File: config.mk
export PLATFORM = sky130hd
export DESIGN_NAME = mem_port_arbiter
export DESIGN_NICKNAME = d
export VERILOG_FILES = /design/src/rtl/mem_port_arbiter_pkg.sv /design/src/rtl/mem_port_arbiter_grant.sv /design/src/rtl/mem_port_arbiter.sv
export SDC_FILE = /design/constraint.sdc
export NUM_CORES = 1
export LEC_CHECK = 0
export BUFFER_PORTS_ARGS = -buffer_cell sky130_fd_sc_hd__buf_2
export CAP_MARGIN = 20
export CORE_ASPECT_RATIO = 1.75
export CORE_MARGIN = 4
export CORE_UTILIZATION = 48
export DETAILED_ROUTE_END_ITERATION = 10
export GPL_ROUTABILITY_DRIVEN = 0
export MAX_ROUTING_LAYER = met4
export PLACE_DENSITY = 0.84
export SYNTH_ARGS = -nofsm -noshare
export SYNTH_HDL_FRONTEND = slang
export SYNTH_SLANG_ARGS = --single-unit
File: constraint.sdc
create_clock -name clk_i -period 5.9 [get_ports clk_i]
set_clock_uncertainty 0.1 [all_clocks]
set_input_delay 0.59 -clock clk_i [delete_from_list [all_inputs] [get_ports clk_i]]
set_output_delay 0.59 -clock clk_i [all_outputs]
set_load 0.005 [all_outputs]
File: src/rtl/mem_port_arbiter_pkg.sv
// ============================================================================
// Module   : mem_port_arbiter_pkg
// Brief    : State encodings, grant identifiers and width codes shared by the
//            memory port arbiter and its grant selector.
// Revision : 1.0  initial release
// ============================================================================
`default_nettype none

package mem_port_arbiter_pkg;

   typedef enum logic [1:0] {
      ARB_IDLE    = 2'd0,
      ARB_BUSY_IF = 2'd1,
      ARB_BUSY_DM = 2'd2,
      ARB_DONE    = 2'd3
   } arb_state_t;

   typedef enum logic {
      GRANT_IF = 1'b0,
      GRANT_DM = 1'b1
   } grant_t;

   localparam logic [1:0] MEM_W_BYTE = 2'b00;
   localparam logic [1:0] MEM_W_HALF = 2'b01;
   localparam logic [1:0] MEM_W_WORD = 2'b10;

endpackage

`default_nettype wire

File: src/rtl/mem_port_arbiter_grant.sv
// ============================================================================
// Module   : mem_arb_grant
// Brief    : Combinational winner select between IF and DM requesters.
//            MEM_ARB_RR_EN defined: ties go to the requester not granted last.
//            MEM_ARB_RR_EN undefined: ties always go to DM.
// Revision : 1.0  initial release
// ============================================================================
`default_nettype none

module mem_arb_grant
   import mem_port_arbiter_pkg::*;
(
   input  logic   if_req,
   input  logic   dm_req,
   input  grant_t last_grant,
   output logic   grant_valid,
   output grant_t grant
);

`ifdef MEM_ARB_RR_EN
   localparam logic RR_EN = 1'b1;
`else
   localparam logic RR_EN = 1'b0;
`endif

   always_comb begin
      grant_valid = if_req | dm_req;
      grant       = GRANT_DM;
      if (if_req && !dm_req) begin
         grant = GRANT_IF;
      end else if (if_req && dm_req && RR_EN && (last_grant == GRANT_DM)) begin
         grant = GRANT_IF;
      end
   end

endmodule

`default_nettype wire

File: src/rtl/mem_port_arbiter.sv
// ============================================================================
// Module   : mem_port_arbiter
// Brief    : Shares one memory port between instruction fetch and load/store,
//            holding each request until the memory signals ready, then
//            returning data and a one-cycle ack. Sticky timeout error flag.
//            Optional round-robin tie-break via MEM_ARB_RR_EN.
// Revision : 1.0  initial release
// ============================================================================
`default_nettype none

module mem_port_arbiter
   import mem_port_arbiter_pkg::*;
#(
   parameter int ADDR_W  = 32,
   parameter int DATA_W  = 32,
   parameter int TIMEOUT = 255
) (
   input  logic              clk_i,
   input  logic              rst_i,
   input  logic              if_req_i,
   input  logic [ADDR_W-1:0] if_addr_i,
   output logic [DATA_W-1:0] if_rdata_o,
   output logic              if_ack_o,
   input  logic              dm_req_i,
   input  logic              dm_we_i,
   input  logic [1:0]        dm_width_i,
   input  logic [ADDR_W-1:0] dm_addr_i,
   input  logic [DATA_W-1:0] dm_wdata_i,
   output logic [DATA_W-1:0] dm_rdata_o,
   output logic              dm_ack_o,
   output logic              mem_req_o,
   output logic              mem_we_o,
   output logic [1:0]        mem_width_o,
   output logic [ADDR_W-1:0] mem_addr_o,
   output logic [DATA_W-1:0] mem_wdata_o,
   input  logic [DATA_W-1:0] mem_rdata_i,
   input  logic              mem_ready_i,
   output logic              err_o
);

   // Counter value during the busy cycle in which the wait reaches TIMEOUT.
   localparam logic [15:0] TO_LAST = 16'(TIMEOUT - 1);

   arb_state_t  state;
   grant_t      last_grant;
   grant_t      grant;
   logic        grant_valid;
   logic [15:0] wait_cnt;

   mem_arb_grant u_grant (
      .if_req      (if_req_i),
      .dm_req      (dm_req_i),
      .last_grant  (last_grant),
      .grant_valid (grant_valid),
      .grant       (grant)
   );

   always_ff @(posedge clk_i or posedge rst_i) begin
      if (rst_i) begin
         state       <= ARB_IDLE;
         last_grant  <= GRANT_DM;
         wait_cnt    <= '0;
         mem_req_o   <= 1'b0;
         mem_we_o    <= 1'b0;
         mem_width_o <= 2'b00;
         mem_addr_o  <= '0;
         mem_wdata_o <= '0;
         if_rdata_o  <= '0;
         dm_rdata_o  <= '0;
         if_ack_o    <= 1'b0;
         dm_ack_o    <= 1'b0;
         err_o       <= 1'b0;
      end else begin
         if_ack_o <= 1'b0;
         dm_ack_o <= 1'b0;
         case (state)
            ARB_IDLE: begin
               if (grant_valid) begin
                  mem_req_o  <= 1'b1;
                  wait_cnt   <= '0;
                  last_grant <= grant;
                  if (grant == GRANT_DM) begin
                     mem_we_o    <= dm_we_i;
                     mem_width_o <= dm_width_i;
                     mem_addr_o  <= dm_addr_i;
                     mem_wdata_o <= dm_wdata_i;
                     state       <= ARB_BUSY_DM;
                  end else begin
                     mem_we_o    <= 1'b0;
                     mem_width_o <= MEM_W_WORD;
                     mem_addr_o  <= if_addr_i;
                     mem_wdata_o <= '0;
                     state       <= ARB_BUSY_IF;
                  end
               end
            end
            ARB_BUSY_IF, ARB_BUSY_DM: begin
               // Saturating count; the error only flags, the access keeps waiting.
               if (wait_cnt != 16'hFFFF) begin
                  wait_cnt <= wait_cnt + 16'd1;
               end
               if (wait_cnt >= TO_LAST) begin
                  err_o <= 1'b1;
               end
               if (mem_ready_i) begin
                  mem_req_o <= 1'b0;
                  state     <= ARB_DONE;
                  if (state == ARB_BUSY_IF) begin
                     if_rdata_o <= mem_rdata_i;
                     if_ack_o   <= 1'b1;
                  end else begin
                     if (!mem_we_o) begin
                        dm_rdata_o <= mem_rdata_i;
                     end
                     dm_ack_o <= 1'b1;
                  end
               end
            end
            ARB_DONE: begin
               state <= ARB_IDLE;
            end
            default: begin
               state <= ARB_IDLE;
            end
         endcase
      end
   end

endmodule

`default_nettype wire

==> results.toml <==
[outcome]
status = "finished, final reports clean"

[logic_synthesis]
yosys.area.top_type = "dfrtp_1"
syn_inst = 498
ys_types = 47
yosys_warnings = 0
ys_seq_area_frac = 0.597
syn_area_sq_mm = 0.00641
synth_area_per_cell_sq_um = 12.9
syn_nets = 639
synth_edf_count = 0
ys_seq_elements = 153
synth_top_cell_area_share = 0.597
synth_flop_cell = "dfrtp_1"
async_flop_share = 1.00
synth_area_leaders = "dfrtp_1 (60%), mux2_2 (11%), mux2i_1 (5.0%)"

[grt]
grt_use_total = 0.242
grt_pass1_wl_um = 27900
grt_pass1_vias = 5521
antenna_found_initial = 1
overflow = 0
grt_start_max_net_pins = 101

[pwr]
p_clk_frac = 0.238
p_int_mw = 3.07
switching_share = 0.348
total_power_mw = 4.72
pwr-share-comb = 0.373
leakagePower_nw = 4.29
peakVddDrop_v = 0.000231
powerDensity_mw_per_mm2 = 555
power_frac_seq = 0.389
switching_power_mw = 1.64

[clock_network]
htree_levels = 4
cts_sinks = 153
path_clk_slew_ps = 60
cts-hold-fix-buffers = 0
cts_buffer_depth = 2
cts-root-buf = "clkbuf_16"
clk_latency_ps = 410
cts_resized = 0
post_cts_buffers = 0
cts_tree = "done"
cts_buffers = 17

[critical_path]
reg2regPathDepth = 6
required_ps = 6110
critical_path_class = "reg2reg"
path_max_fanout = 16
r2r_slack_ps = 3430
cp-end-kind = "flip-flop"
arrival_ps = 2680
r2r-start = "state[0]"
rr_endpoint = "wait_cnt[7]"
start_kind = "flip-flop"

[cells_and_area]
nFillCells = 977
final_nets = 897
drive_gt1_frac = 0.493
register_area_sq_mm = 0.00383
finalInstanceArea_sq_mm = 0.00850
areaGrowthSynthToFinish_pct = 32.6
multiInputGateArea_sq_mm = 0.00238

[sta]
rsz0062_at_grt = "false"
fin_crit_ps = 2470
finalHoldViolCount = 0
whs_ps = 240
setup_tns_ps = 0
timing.fmax_ghz = 0.405
setup_viol = 0
slew_headroom = 0.373
worstMarginPinSlew_ps = 939
post-route-period-util = 0.418
drv_slew = 0

[die]
dieWidth_um = 95.3
initial_core_util = 0.493
io_pins = 271
num_rows = 55
die_area_sq_mm = 0.0153
core-area_sq_mm = 0.0130
die_y_um = 161

[worst_hold_path]
holdCritPathClass = "in2async"

[routing]
drt-pass1-iter-count = 6
vias = 5120
ant_nets = 0
vias_per_cell = 5.44
wl_per_cell_um = 18.7
drtIter0Drc = 288
drt_wl_total_um = 17600
drc = 0

[place]
port_buffers = 270
place_area_sq_mm = 0.00785
dp_hpwl_um = 12900

[flow_run]
cap_violations = 0
==> synth_stat cells, types with 2 or more instances <==
cell type,instances
nand2b_1,3
a41oi_1,2
dfrtp_1,153
ha_1,5
a21o_1,3
o21ai_1,6
o21ai_0,33
mux2_2,63
nor4_1,3
o22a_1,3
inv_1,9
buf_6,2
and2_1,3
o41ai_1,2
mux2i_1,32
buf_4,4
nor2_1,3
a211o_1,2
clkbuf_1,15
buf_2,14
a31oi_1,6
o21ai_2,2
and3_1,2
a21oi_1,5
nand4_1,7
nand3_1,6
nor3_1,3
o31ai_1,18
nand2_1,38
a22o_1,34
==> how the worst max path moves through the flow <==
stage / from / endpoint / slack, ps
CTS: state[0] / wait_cnt[7] / 3440
finish: state[0] / wait_cnt[7] / 3430
global route: state[0] / wait_cnt[7] / 3260
detailed placement: state[0] / wait_cnt[6] / 3480
floorplan: rst_i / dm_ack_o / 1090
global placement: state[0] / dm_rdata_o[10] / 3620
==> worst max-delay path: stages, from the launching register on <==
cell and delay, ps:
dfrtp_1 380, inv_1 80, ha_1 580, nand4_1 210, nor4_4 700, o31ai_1 200, o31ai_1 120
==> layer usage <==
metal,global-route usage,vias to the layer above,wire (um)
met5,-,-,0
met4,0.146,0,1000
met3,0.0431,68,976
met2,0.412,241,9570
met1,0.254,2473,6010
li1,-,2338,-
==> cells by family after synthesis <==
kind of cell               after synthesis  synth area share
AOI/OAI and AO/OA                      120             0.131
adders and majority gates                5           0.00976
buffers and inverters                   46            0.0346
DFF                                    153             0.597
muxes                                   96             0.162
and+or+nand+nor                         78            0.0646
==> registers in the layout, summed over array words and instances (netlist names) <==
signal / cells
mem_width_o: 2
wait_cnt: 16
dm_rdata_o: 32
mem_wdata_o: 32
dm_ack_o: 1
if_rdata_o: 32
mem_req_o: 1
mem_we_o: 1
state: 2
err_o: 1
mem_addr_o: 32
if_ack_o: 1
==> final cells by class <==
| cell class | instances | share of cell area |
|---|---|---|
| Antenna cell | 1 | 0.000295 |
| Multi-Input combinational cell | 299 | 0.280 |
| Clock buffer | 18 | 0.0517 |
| Timing Repair Buffer | 276 | 0.167 |
| Sequential cell | 153 | 0.451 |
| Tap cell | 171 | 0.0252 |
| Clock inverter | 14 | 0.0208 |
| Inverter | 9 | 0.00457 |
==> power groups by stage <==
stage          clock, mW  sequential, mW  combinational (mW)
2_1_floorplan          0            1.84               0.944
3_3_place_gp           0            1.81                1.68
3_5_place_dp           0            1.83                1.77
4_1_cts             1.14            1.83                1.77
5_1_grt             1.19            1.89                1.93
6_report            1.12            1.83                1.76
==> layout by cell type, fill, tap and decap left out, types with 2 or more instances in the layout <==
master and n:
o41ai_1 2, and3_1 2, nand2b_1 3, nand3_1 6
nor3_1 3, ha_1 5, nor4_1 3, a22o_1 34
nand4_1 7, nand2_1 38, a211o_1 2, inv_6 6
a41oi_1 2, buf_2 270, buf_4 5, and2_1 3
mux2_2 63, o21ai_0 33, clkinv_4 3, nor2_1 3
mux2i_1 32, inv_8 2, bufinv_16 2, a31oi_1 6
a21o_1 3, a21oi_1 5, inv_1 8, dfrtp_1 153
clkbuf_16 17, o31ai_1 18, o21ai_1 6, o22a_1 3
==> stage by stage <==
stage	setup slack [ps]	utilization	cells
final	3430	0.653	941
after global routing	3260	0.653	941
after CTS	3440	0.651	939
after detailed placement	3480	0.604	907
after global placement	3620	0.604	907
after floorplan	1090	-	498
(Power assumes the default switching activity.)
